**src/rtl/acs_pm_bank_if.sv**
```systemverilog
// Symbol-in / decision-out bundle between the metric adder, the ACS bank and the
// traceback memory.
interface acs_pm_bank_if #(
  parameter int PM_W = 6
) ();
  logic              in_valid;
  logic              start;
  logic [1:0]        sym;
  logic              dec_valid;
  logic [3:0]        dec;
  logic [1:0]        best_state;
  logic [4*PM_W-1:0] pm_flat;
  logic              norm_evt;

  modport master (
    output in_valid, start, sym,
    input  dec_valid, dec, best_state, pm_flat, norm_evt
  );

  modport slave (
    input  in_valid, start, sym,
    output dec_valid, dec, best_state, pm_flat, norm_evt
  );
endinterface

```
**src/rtl/acs_pm_bank.sv**
```systemverilog
// Add-compare-select with a four-state path-metric bank for the K=3 (7,5) hard-decision
// Viterbi decoder: saturating adds, survivor bits, normalization and best-state index.
module acs_pm_bank #(
  parameter int PM_W      = 6,
  parameter int INIT_BIAS = 16,
  parameter int NORM_THR  = 32
) (
  input  logic         clk,
  input  logic         reset,
  acs_pm_bank_if.slave bus
);

  localparam logic [PM_W-1:0] PM_MAX = '1;
  localparam logic [PM_W-1:0] BIAS   = PM_W'(INIT_BIAS);
  localparam logic [PM_W-1:0] THR    = PM_W'(NORM_THR);

  logic [PM_W-1:0] pm_reg [4];
  logic [PM_W-1:0] old_pm [4];
  logic [PM_W-1:0] sel_pm [4];
  logic [PM_W-1:0] pm_next [4];
  logic [3:0]      dec_next;
  logic [3:0]      dec_reg;
  logic [1:0]      best_reg;
  logic [1:0]      best_next;
  logic            dec_valid_reg;
  logic            norm_reg;
  logic            norm_hit;
  logic [PM_W-1:0] min_pm;

  // The first symbol of a frame sees the initial vector, not the stale bank.
  always_comb begin
    old_pm[0] = bus.start ? '0   : pm_reg[0];
    old_pm[1] = bus.start ? BIAS : pm_reg[1];
    old_pm[2] = bus.start ? BIAS : pm_reg[2];
    old_pm[3] = bus.start ? BIAS : pm_reg[3];
  end

  genvar gi;
  generate
    for (gi = 0; gi < 4; gi++) begin : g_acs
      // Next state n = {u, n0}; predecessors are {n0, x} for x = 0/1.
      localparam bit U  = bit'((gi >> 1) & 1);
      localparam bit N0 = bit'(gi & 1);
      localparam bit C0_X0 = U ^ N0;
      localparam bit C1_X0 = U;
      localparam bit C0_X1 = U ^ N0 ^ 1'b1;
      localparam bit C1_X1 = U ^ 1'b1;

      logic [1:0]      bm0, bm1;
      logic [PM_W:0]   sum0, sum1;
      logic [PM_W-1:0] cand0, cand1;

      assign bm0   = 2'(bus.sym[1] ^ C0_X0) + 2'(bus.sym[0] ^ C1_X0);
      assign bm1   = 2'(bus.sym[1] ^ C0_X1) + 2'(bus.sym[0] ^ C1_X1);
      assign sum0  = {1'b0, old_pm[2*N0]}     + (PM_W+1)'(bm0);
      assign sum1  = {1'b0, old_pm[2*N0 + 1]} + (PM_W+1)'(bm1);
      assign cand0 = sum0[PM_W] ? PM_MAX : sum0[PM_W-1:0];
      assign cand1 = sum1[PM_W] ? PM_MAX : sum1[PM_W-1:0];

      // Strict compare so a tie keeps the x = 0 predecessor.
      assign dec_next[gi] = (cand1 < cand0);
      assign sel_pm[gi]   = (cand1 < cand0) ? cand1 : cand0;
    end
  endgenerate

  always_comb begin
    min_pm = sel_pm[0];
    for (int i = 1; i < 4; i++) begin
      if (sel_pm[i] < min_pm) min_pm = sel_pm[i];
    end
    norm_hit = (min_pm >= THR);
    for (int i = 0; i < 4; i++) begin
      pm_next[i] = norm_hit ? (sel_pm[i] - THR) : sel_pm[i];
    end
  end

  // Lowest index wins on equal metrics.
  always_comb begin
    best_next = 2'd0;
    for (int i = 1; i < 4; i++) begin
      if (pm_next[i] < pm_next[best_next]) best_next = 2'(i);
    end
  end

  always_ff @(posedge clk or posedge reset) begin
    if (reset) begin
      pm_reg[0]     <= '0;
      pm_reg[1]     <= BIAS;
      pm_reg[2]     <= BIAS;
      pm_reg[3]     <= BIAS;
      dec_reg       <= '0;
      best_reg      <= '0;
      dec_valid_reg <= 1'b0;
      norm_reg      <= 1'b0;
    end else if (bus.in_valid) begin
      for (int i = 0; i < 4; i++) pm_reg[i] <= pm_next[i];
      dec_reg       <= dec_next;
      best_reg      <= best_next;
      dec_valid_reg <= 1'b1;
      norm_reg      <= norm_hit;
    end else begin
      dec_valid_reg <= 1'b0;
      if (bus.start) begin
        pm_reg[0] <= '0;
        pm_reg[1] <= BIAS;
        pm_reg[2] <= BIAS;
        pm_reg[3] <= BIAS;
        dec_reg   <= '0;
        best_reg  <= '0;
        norm_reg  <= 1'b0;
      end
    end
  end

  generate
    for (gi = 0; gi < 4; gi++) begin : g_flat
      assign bus.pm_flat[gi*PM_W +: PM_W] = pm_reg[gi];
    end
  endgenerate

  assign bus.dec        = dec_reg;
  assign bus.best_state = best_reg;
  assign bus.dec_valid  = dec_valid_reg;
  assign bus.norm_evt   = norm_reg;

endmodule

```
**src/flat_wrapper.sv**
```systemverilog
// flat-port wrapper written by rule: the top's interface ports become plain ports
module acs_pm_bank_flat 
#(
  parameter int PM_W      = 6,
  parameter int INIT_BIAS = 16,
  parameter int NORM_THR  = 32
)
  (clk, reset, bus_in_valid, bus_start, bus_sym, bus_dec_valid, bus_dec, bus_best_state, bus_pm_flat, bus_norm_evt);
  acs_pm_bank_if #(.PM_W(PM_W)) bus_i ();
  input  logic clk;
  input  logic reset;
  input wire logic [$bits(bus_i.in_valid)-1:0] bus_in_valid;
  input wire logic [$bits(bus_i.start)-1:0] bus_start;
  input wire logic [$bits(bus_i.sym)-1:0] bus_sym;
  output wire logic [$bits(bus_i.dec_valid)-1:0] bus_dec_valid;
  output wire logic [$bits(bus_i.dec)-1:0] bus_dec;
  output wire logic [$bits(bus_i.best_state)-1:0] bus_best_state;
  output wire logic [$bits(bus_i.pm_flat)-1:0] bus_pm_flat;
  output wire logic [$bits(bus_i.norm_evt)-1:0] bus_norm_evt;
  assign bus_i.in_valid = bus_in_valid;
  assign bus_i.start = bus_start;
  assign bus_i.sym = bus_sym;
  assign bus_dec_valid = bus_i.dec_valid;
  assign bus_dec = bus_i.dec;
  assign bus_best_state = bus_i.best_state;
  assign bus_pm_flat = bus_i.pm_flat;
  assign bus_norm_evt = bus_i.norm_evt;
  acs_pm_bank #(.PM_W(PM_W), .INIT_BIAS(INIT_BIAS), .NORM_THR(NORM_THR)) u_core (.clk(clk), .reset(reset), .bus(bus_i));
endmodule
```
**config.mk**
```make
export PLATFORM = sky130hd
export DESIGN_NAME = acs_pm_bank_flat
export DESIGN_NICKNAME = d
export VERILOG_FILES = /design/src/rtl/acs_pm_bank_if.sv /design/src/rtl/acs_pm_bank.sv /design/src/flat_wrapper.sv
export SDC_FILE = /design/constraint.sdc
export NUM_CORES = 1
export LEC_CHECK = 0
export ABC_AREA = 1
export BUFFER_PORTS_ARGS = -buffer_cell sky130_fd_sc_hd__buf_2
export CORE_ASPECT_RATIO = 0.7
export CORE_MARGIN = 1.5
export CORE_UTILIZATION = 55
export CTS_CLUSTER_DIAMETER = 40
export DETAILED_ROUTE_END_ITERATION = 8
export PLACE_DENSITY = 0.85
export SLEW_MARGIN = 20
export SYNTH_ARGS = -nofsm -noshare
export SYNTH_HDL_FRONTEND = slang
export SYNTH_SLANG_ARGS = --single-unit
```
**constraint.sdc**
```tcl
create_clock -name clk -period 10.4 [get_ports clk]
set_input_delay 2.08 -clock clk [delete_from_list [all_inputs] [get_ports clk]]
set_output_delay 2.08 -clock clk [all_outputs]
set_load 0.005 [all_outputs]
```
==> results of run 1 <==
-- cell families after synthesis --
group / after synthesis / share of synthesized area, %
AND/OR/NAND/NOR: 333 / 35.9
AO/OA/AOI/OAI: 125 / 15.8
buffers and inverters: 113 / 10.6
adder cells (fa/ha/maj): 57 / 16.4
flip-flops: 32 / 18.5
XOR/XNOR: 13 / 2.79
-- Yosys cell counts, drive strengths merged --
library cell	count	area, sq um
a211o	1	8.76
a211oi	8	60.1
a21boi	1	11.3
a21oi	26	134
a221oi	1	8.76
a31oi	1	6.26
and2	1	6.26
and3	1	6.26
buf	8	67.6
clkbuf	4	15.0
clkinv	1	5.00
dfrtp	29	726
dfstp	3	78.8
ha	57	713
inv	100	375
nand2	217	922
nand3	34	208
nand3b	2	15.0
nand4	3	18.8
nor2	65	312
nor3	5	41.3
o21a	2	15.0
o21ai	72	360
o21bai	1	7.51
o22ai	12	75.1
or2	5	31.3
xnor2	5	43.8
xor2	8	77.6
-- final cells by class --
cell class | count | area share [%]
diodes | 2 | 0.0768
multi-input cells | 529 | 56.6
flip-flops and latches | 32 | 12.3
clock buffers | 8 | 2.40
repair buffers | 186 | 20.6
inverters | 101 | 6.07
well taps | 98 | 1.88
-- worst max-delay path by stage --
stage | to | from | cells past startpoint
floorplan | u_core.bus.best_state[1] | bus_sym[0] | 63
global placement | u_core.bus.best_state[0] | bus_sym[0] | 55
detailed placement | u_core.bus.best_state[0] | bus_sym[1] | 61
CTS | u_core.bus.best_state[0] | bus_sym[1] | 66
global route | u_core.bus.best_state[0] | bus_start | 61
finish | u_core.bus.best_state[0] | bus_sym[1] | 61
-- worst min-delay path: cells and delay by family (launching register included) --
family,cells,cell delay [ps]
DFF,1,350
and+or+nand+nor,2,110
-- stage by stage --
stage                     instance area, sq um  TNS (ps)  hold WS [ps]  setup slack (ps)
after global routing                      6520     -1880           499              -943
after detailed placement                  5430     -2000           468             -1000
after global placement                    5430      -633           461              -317
after floorplan                           4350         0           472              16.9
after CTS                                 5670         0           482              39.8
final                                     6520      -515           483              -264
-- timing repair --
action	in CTS	in global routing
gates resized for setup	20	152
gates cloned	0	1
setup buffers	5	31
endpoints found under the setup margin	2	2
pin swaps	4	70
-- layer usage --
layer,vias to the layer above,GRT usage (%),share of wire [%]
met4,2,10.9,7.8
li1,2550,-,-
met1,2778,50.5,33
met3,237,9.83,16
met5,-,0,0.20
met2,635,56.8,42
==> flow_summary.ini, run 1 <==
[sta]
slew_headroom_pct = 25.5
grt_setup_unrepaired = true
final.setup_skew_ps = 6.91
fmax_ghz = 0.0938
hold_viol = 0
worst_pin_slew_ps = 1110
post-route-period-util_pct = 103
fin_ws_ps = -264
slew_viol_final = 0
min_period_ps = 10660
setup-violations-final = 2

[worst_hold_path]
min_to = u_core.bus.best_state[1]
min_from = u_core.bus.best_state[1]
hold_depth = 2
min_path_type = reg -> reg

[job]
drv_cap = 0

[cells_and_area]
largest_reg_flops = 24
layout_common_cells = nand2_1, buf_4, inv_1
final_util_pct = 87.1
final_common_cell = nand2_1
drive_above_1_share_pct = 43.3
multi_input_area_sq_um = 3690
synthToLayoutAreaGrowth_pct = 49.9
nFillCells = 360
seqCellArea_sq_um = 805
layout.cells.non_filler = 956
final_nets = 918

[worst_setup_path]
crit_top_cell = nand2_2
cp.required_ps = 10620
arrival_ps = 10880
critPathBufInv = 9
max_stage_delay_ps = 390
ff2ff_setup_slack_ps = 1330
criticalPathCategory = in -> reg
r2r_cells = 60
critPathLaunchType = primary input
cp-end-kind = register
rr_startpoint = u_core.bus.pm_flat[12]
r2r-end = u_core.bus.best_state[0]
cp_top_family = simple AND/OR/NAND/NOR gates
crit_slowest_cell = a21oi_2
crit_fanout = 8

[global_route]
grt_max_degree = 33
grt_use_total_pct = 36.9
grt_pass1_vias = 5010
grt_antenna_before_repair = 2
grt_pass1_wl_um = 24200
overflow = 0

[placement]
hpwl_um = 11800
portBuffers = 37
placed_cells = 909
place.gp.congestion = 0.979

[clock_network]
cts_hold_buf = 0
cts_tree = done
path_clk_slew_ps = 50
clockRootBuffer = clkbuf_16
cts.htree.levels = 2
clock_latency_ps = 290
clock_path_buffers = 2
numCtsBuffers = 5
cts_sinks = 32

[routing]
wl_per_cell_um = 22.0
vias = 6202
drt-initial-drc-count = 1149
routed_via_density = 6.49
drc_errors = 0
drtAntennaViolNets = 0
wl_um = 21000
firstDrtPassIters = 8

[status]
status = finished with violations
violations = negative setup slack

[synthesis]
syn_nets = 736
syn_area_sq_um = 4350
syn_area_per_cell_sq_um = 6.46
netlist_instances = 673
yosysWarningCount = 0
ys_types = 45
yosysSeqAreaShare_pct = 18.5
ys_ff_latch = 32

[floorplanning]
rows = 26
initial_core_util_pct = 58.1
core_sq_um = 7480
fp.dieH_um = 77.4
die_w_um = 109
dieArea_sq_um = 8460
ioPinCount = 38
Power of run 1 is left out: the tool's default activity adds up to more than one toggle a clock period on the data nets, which glitch-free logic cannot reach.
==> inputs of run 2 (changes only) <==
--- a/config.mk
+++ b/config.mk
@@ -5,7 +5,7 @@
 export SDC_FILE = /design/constraint.sdc
 export NUM_CORES = 1
 export LEC_CHECK = 0
-export ABC_AREA = 1
+export ABC_AREA = 0
 export BUFFER_PORTS_ARGS = -buffer_cell sky130_fd_sc_hd__buf_2
 export CORE_ASPECT_RATIO = 0.7
 export CORE_MARGIN = 1.5
==> run 2 against run 1 <==
  * The flow now stops in global routing
  * Synthesized area up 6.9%
  * Synthesized cell count fell by 8.2%
==> flow_summary.ini, run 2 <==
[status]
status = stopped before the end
stop_stage = global routing
tool.error = [ERROR GRT-0232] Routing congestion too high. Check the congestion heatmap in the GUI.

[placement]
placed_cells = 906
portBuffers = 37
hpwl_um = 14600
place.gp.congestion = 1.03

[clock_network]
cts_hold_buf = 0
cts.htree.levels = 2
clock_path_buffers = 2
cts_sinks = 32
numCtsBuffers = 5
clockRootBuffer = clkbuf_16

[synthesis]
syn_nets = 681
yosysWarningCount = 0
synthMostInstantiatedCell = nand2_1
synth_flop_cell = dfrtp_1
ys_types = 73
yosysSeqAreaShare_pct = 17.3
synth_area_leaders = dfrtp_1, ha_1, nand2_1, mux2i_1, o21ai_0
yosys.area.top_type = dfrtp_1
syn_area_sq_um = 4650
netlist_instances = 618
synth_common_cells = nand2_1, ha_1, nor2_1
synth_top_area_share_pct = 15.6
syn_area_per_cell_sq_um = 7.52
ys_ff_latch = 32
synth_edf_count = 0
async_flop_share_pct = 100

[global_route]
grt_use_total_pct = 89.8
overflow = 265
grt_max_degree = 54

[sta]
worstEndpointGrtRepair = u_core.bus.best_state[0]$_DFFE_PP0P_/D
worstEpCategory = register data pin

[floorplanning]
fp.dieH_um = 79.9
initial_core_util_pct = 57.8
rows = 27
die_w_um = 113
ioPinCount = 38
==> run 2: logic make-up after synthesis <==
| group | count (synthesis) | share of synthesized area (%) |
|---|---|---|
| AND/OR/NAND/NOR | 221 | 22.8 |
| multiplexers | 35 | 7.78 |
| buffers and inverters | 63 | 5.30 |
| AO/OA/AOI/OAI | 180 | 25.8 |
| XOR/XNOR | 28 | 5.27 |
| adder cells (fa/ha/maj) | 59 | 15.8 |
| flip-flops | 32 | 17.3 |
==> run 2: per-stage QoR <==
stage | cell area, sq um | worst slack, ps | hold WS, ps
after floorplan | 5090 | -893 | 521
after CTS | 7280 | -1160 | 536
after detailed placement | 6580 | -1640 | 521
after global placement | 6580 | -1230 | 508
==> run 2: what timing repair did <==
action | CTS
resized for setup | 66
pin swaps | 37
setup endpoints to repair | 2
buffers inserted | 31
==> run 2: routing by layer <==
layer	GRT overflow	track usage (%)
met5	0	58.2
met4	88	98.9
met3	13	73.6
met2	158	106
met1	6	86.4
==> inputs of run 3 (changes only) <==
--- a/config.mk
+++ b/config.mk
@@ -7,12 +7,10 @@
 export LEC_CHECK = 0
 export ABC_AREA = 0
 export BUFFER_PORTS_ARGS = -buffer_cell sky130_fd_sc_hd__buf_2
-export CORE_ASPECT_RATIO = 0.7
 export CORE_MARGIN = 1.5
-export CORE_UTILIZATION = 55
-export CTS_CLUSTER_DIAMETER = 40
+export CORE_UTILIZATION = 40
 export DETAILED_ROUTE_END_ITERATION = 8
-export PLACE_DENSITY = 0.85
+export PLACE_DENSITY_LB_ADDON = 0.15
 export SLEW_MARGIN = 20
 export SYNTH_ARGS = -nofsm -noshare
 export SYNTH_HDL_FRONTEND = slang
==> run 3 against run 2 <==
  * The flow now finishes, with violations (negative setup slack)
  * Synthesized cell count did not move
  * Synthesized area unchanged
==> flow_summary.ini, run 3 <==
[routing]
wl_um = 18400
vias = 5793
drt-initial-drc-count = 535
drc_errors = 0
drtAntennaViolNets = 0
routed_via_density = 5.70
firstDrtPassIters = 5
wl_per_cell_um = 18.1

[worst_setup_path]
ff2ff_setup_slack_ps = 390
r2r-end = u_core.bus.best_state[0]
critPathLaunchType = primary input
cp-end-kind = register
crit_fanout = 6
max_stage_delay_ps = 330
crit_slowest_cell = o41ai_4
crit_top_cell = a21o_1
arrival_ps = 11880
r2r_cells = 52
criticalPathCategory = in -> reg
rr_startpoint = u_core.bus.pm_flat[7]
cp.required_ps = 10570

[synthesis]
synth_area_leaders = dfrtp_1, ha_1, nand2_1, mux2i_1, o21ai_0
yosysSeqAreaShare_pct = 17.3
netlist_instances = 618
syn_area_sq_um = 4650
synth_common_cells = nand2_1, ha_1, nor2_1
synth_edf_count = 0
yosys.area.top_type = dfrtp_1
yosysWarningCount = 0
async_flop_share_pct = 100
synth_top_area_share_pct = 15.6
ys_ff_latch = 32
synthMostInstantiatedCell = nand2_1
syn_nets = 681
synth_flop_cell = dfrtp_1
syn_area_per_cell_sq_um = 7.52
ys_types = 73

[cells_and_area]
layout.cells.non_filler = 1017
largest_reg_flops = 24
synthToLayoutAreaGrowth_pct = 63.1
final_util_pct = 66.7
layout_common_cells = buf_4, nand2_1, nor2_1
n_antenna_cell = 0
drive_above_1_share_pct = 46.0
final_common_cell = buf_4
final_nets = 936

[worst_hold_path]
hold_depth = 2
min_from = u_core.bus.dec[1]
min_path_type = reg -> reg
min_to = u_core.bus.dec[1]

[global_route]
grt_max_degree = 54
overflow = 0
grt_pass1_wl_um = 28300
grt_pass1_vias = 5558
grt_use_total_pct = 28.8
grt_antenna_before_repair = 0

[sta]
tns_ps = -2600
worst_pin_slew_ps = 1050
grt_setup_unrepaired = true
slew_viol_final = 0
fmax_ghz = 0.0854
final.setup_skew_ps = 11.0
slew_headroom_pct = 30.1
setup-violations-final = 2
min_period_ps = 11710
post-route-period-util_pct = 113
fin_ws_ps = -1310
hold_viol = 0

[clock_network]
cts_hold_buf = 0
clockRootBuffer = clkbuf_16
clock_latency_ps = 300
cts_sinks = 32
numCtsBuffers = 5
cts_tree = done
cts.htree.levels = 2
clock_path_buffers = 2
path_clk_slew_ps = 50

[floorplanning]
dieArea_sq_um = 12300
rows = 39
initial_core_util_pct = 40.9
die_w_um = 111
fp.dieH_um = 111
ioPinCount = 38
core_sq_um = 11400

[placement]
portBuffers = 37
hpwl_um = 13500
place.gp.congestion = 0.942
placed_cells = 956

[job]
drv_cap = 0

[status]
violations = negative setup slack
status = finished with violations
==> run 3: cell counts after synthesis <==
No cell type changed its count.
==> run 3: what timing repair did <==
action / in CTS / in global routing
endpoints found under the setup margin: 2 / 2
resized for setup: 44 / 31
pin swaps: 37 / 47
buffers inserted: 36 / 18
==> run 3: worst max-delay path: cells and delay by family <==
kind | cells | cell delay [ps]
muxes | 3 | 890
and+or+nand+nor | 10 | 1400
AOI/OAI and AO/OA | 25 | 4400
adders and majority gates | 8 | 1950
buffers and inverters | 9 | 1130
==> run 3: final cells by class <==
type | count | area [sq um]
Fill cell | 946 | 3790
Clock buffer | 6 | 129
Inverter | 39 | 158
Tap cell | 143 | 179
Clock inverter | 2 | 12.5
Timing Repair Buffer | 272 | 1970
Sequential cell | 32 | 805
Multi-Input combinational cell | 523 | 4330
==> run 3: layer usage <==
metal / part of all wire, % / global-route usage (%) / vias up
li1: - / - / 2761
met1: 44 / 38.7 / 2798
met2: 49 / 49.0 / 201
met3: 5.7 / 3.23 / 33
met4: 2.2 / 7.86 / 0
met5: 0 / 0 / -
==> run 3: kinds of logic (layout without fill, tap and decap cells) <==
group           after synthesis  count (layout)  share of synthesized area [%]
compound gates              180             180                           25.8
xor+xnor                     28              28                           5.27
fa+ha+maj                    59              59                           15.8
buf+inv                      63             319                           5.30
flops                        32              32                           17.3
mux                          35              35                           7.78
simple gates                221             221                           22.8
==> run 3: per-stage QoR <==
stage	setup slack (ps)	hold WS, ps	cell area, sq um
after detailed placement	-1610	524	6690
after global routing	-1700	559	7580
after floorplan	-893	521	5090
after CTS	-962	536	7300
final	-1310	533	7580
after global placement	-1300	507	6690
==> run 3: worst max-delay path by stage <==
stage               start                        to  cells after the start
6_report       bus_sym[0]  u_core.bus.best_state[0]                     55
5_1_grt        bus_sym[0]  u_core.bus.best_state[0]                     55
4_1_cts        bus_sym[0]  u_core.bus.best_state[0]                     53
3_5_place_dp   bus_sym[0]  u_core.bus.best_state[0]                     55
3_3_place_gp   bus_sym[0]  u_core.bus.best_state[1]                     53
2_1_floorplan  bus_sym[0]  u_core.bus.best_state[1]                     53
Power of run 3 is left out for the same reason.
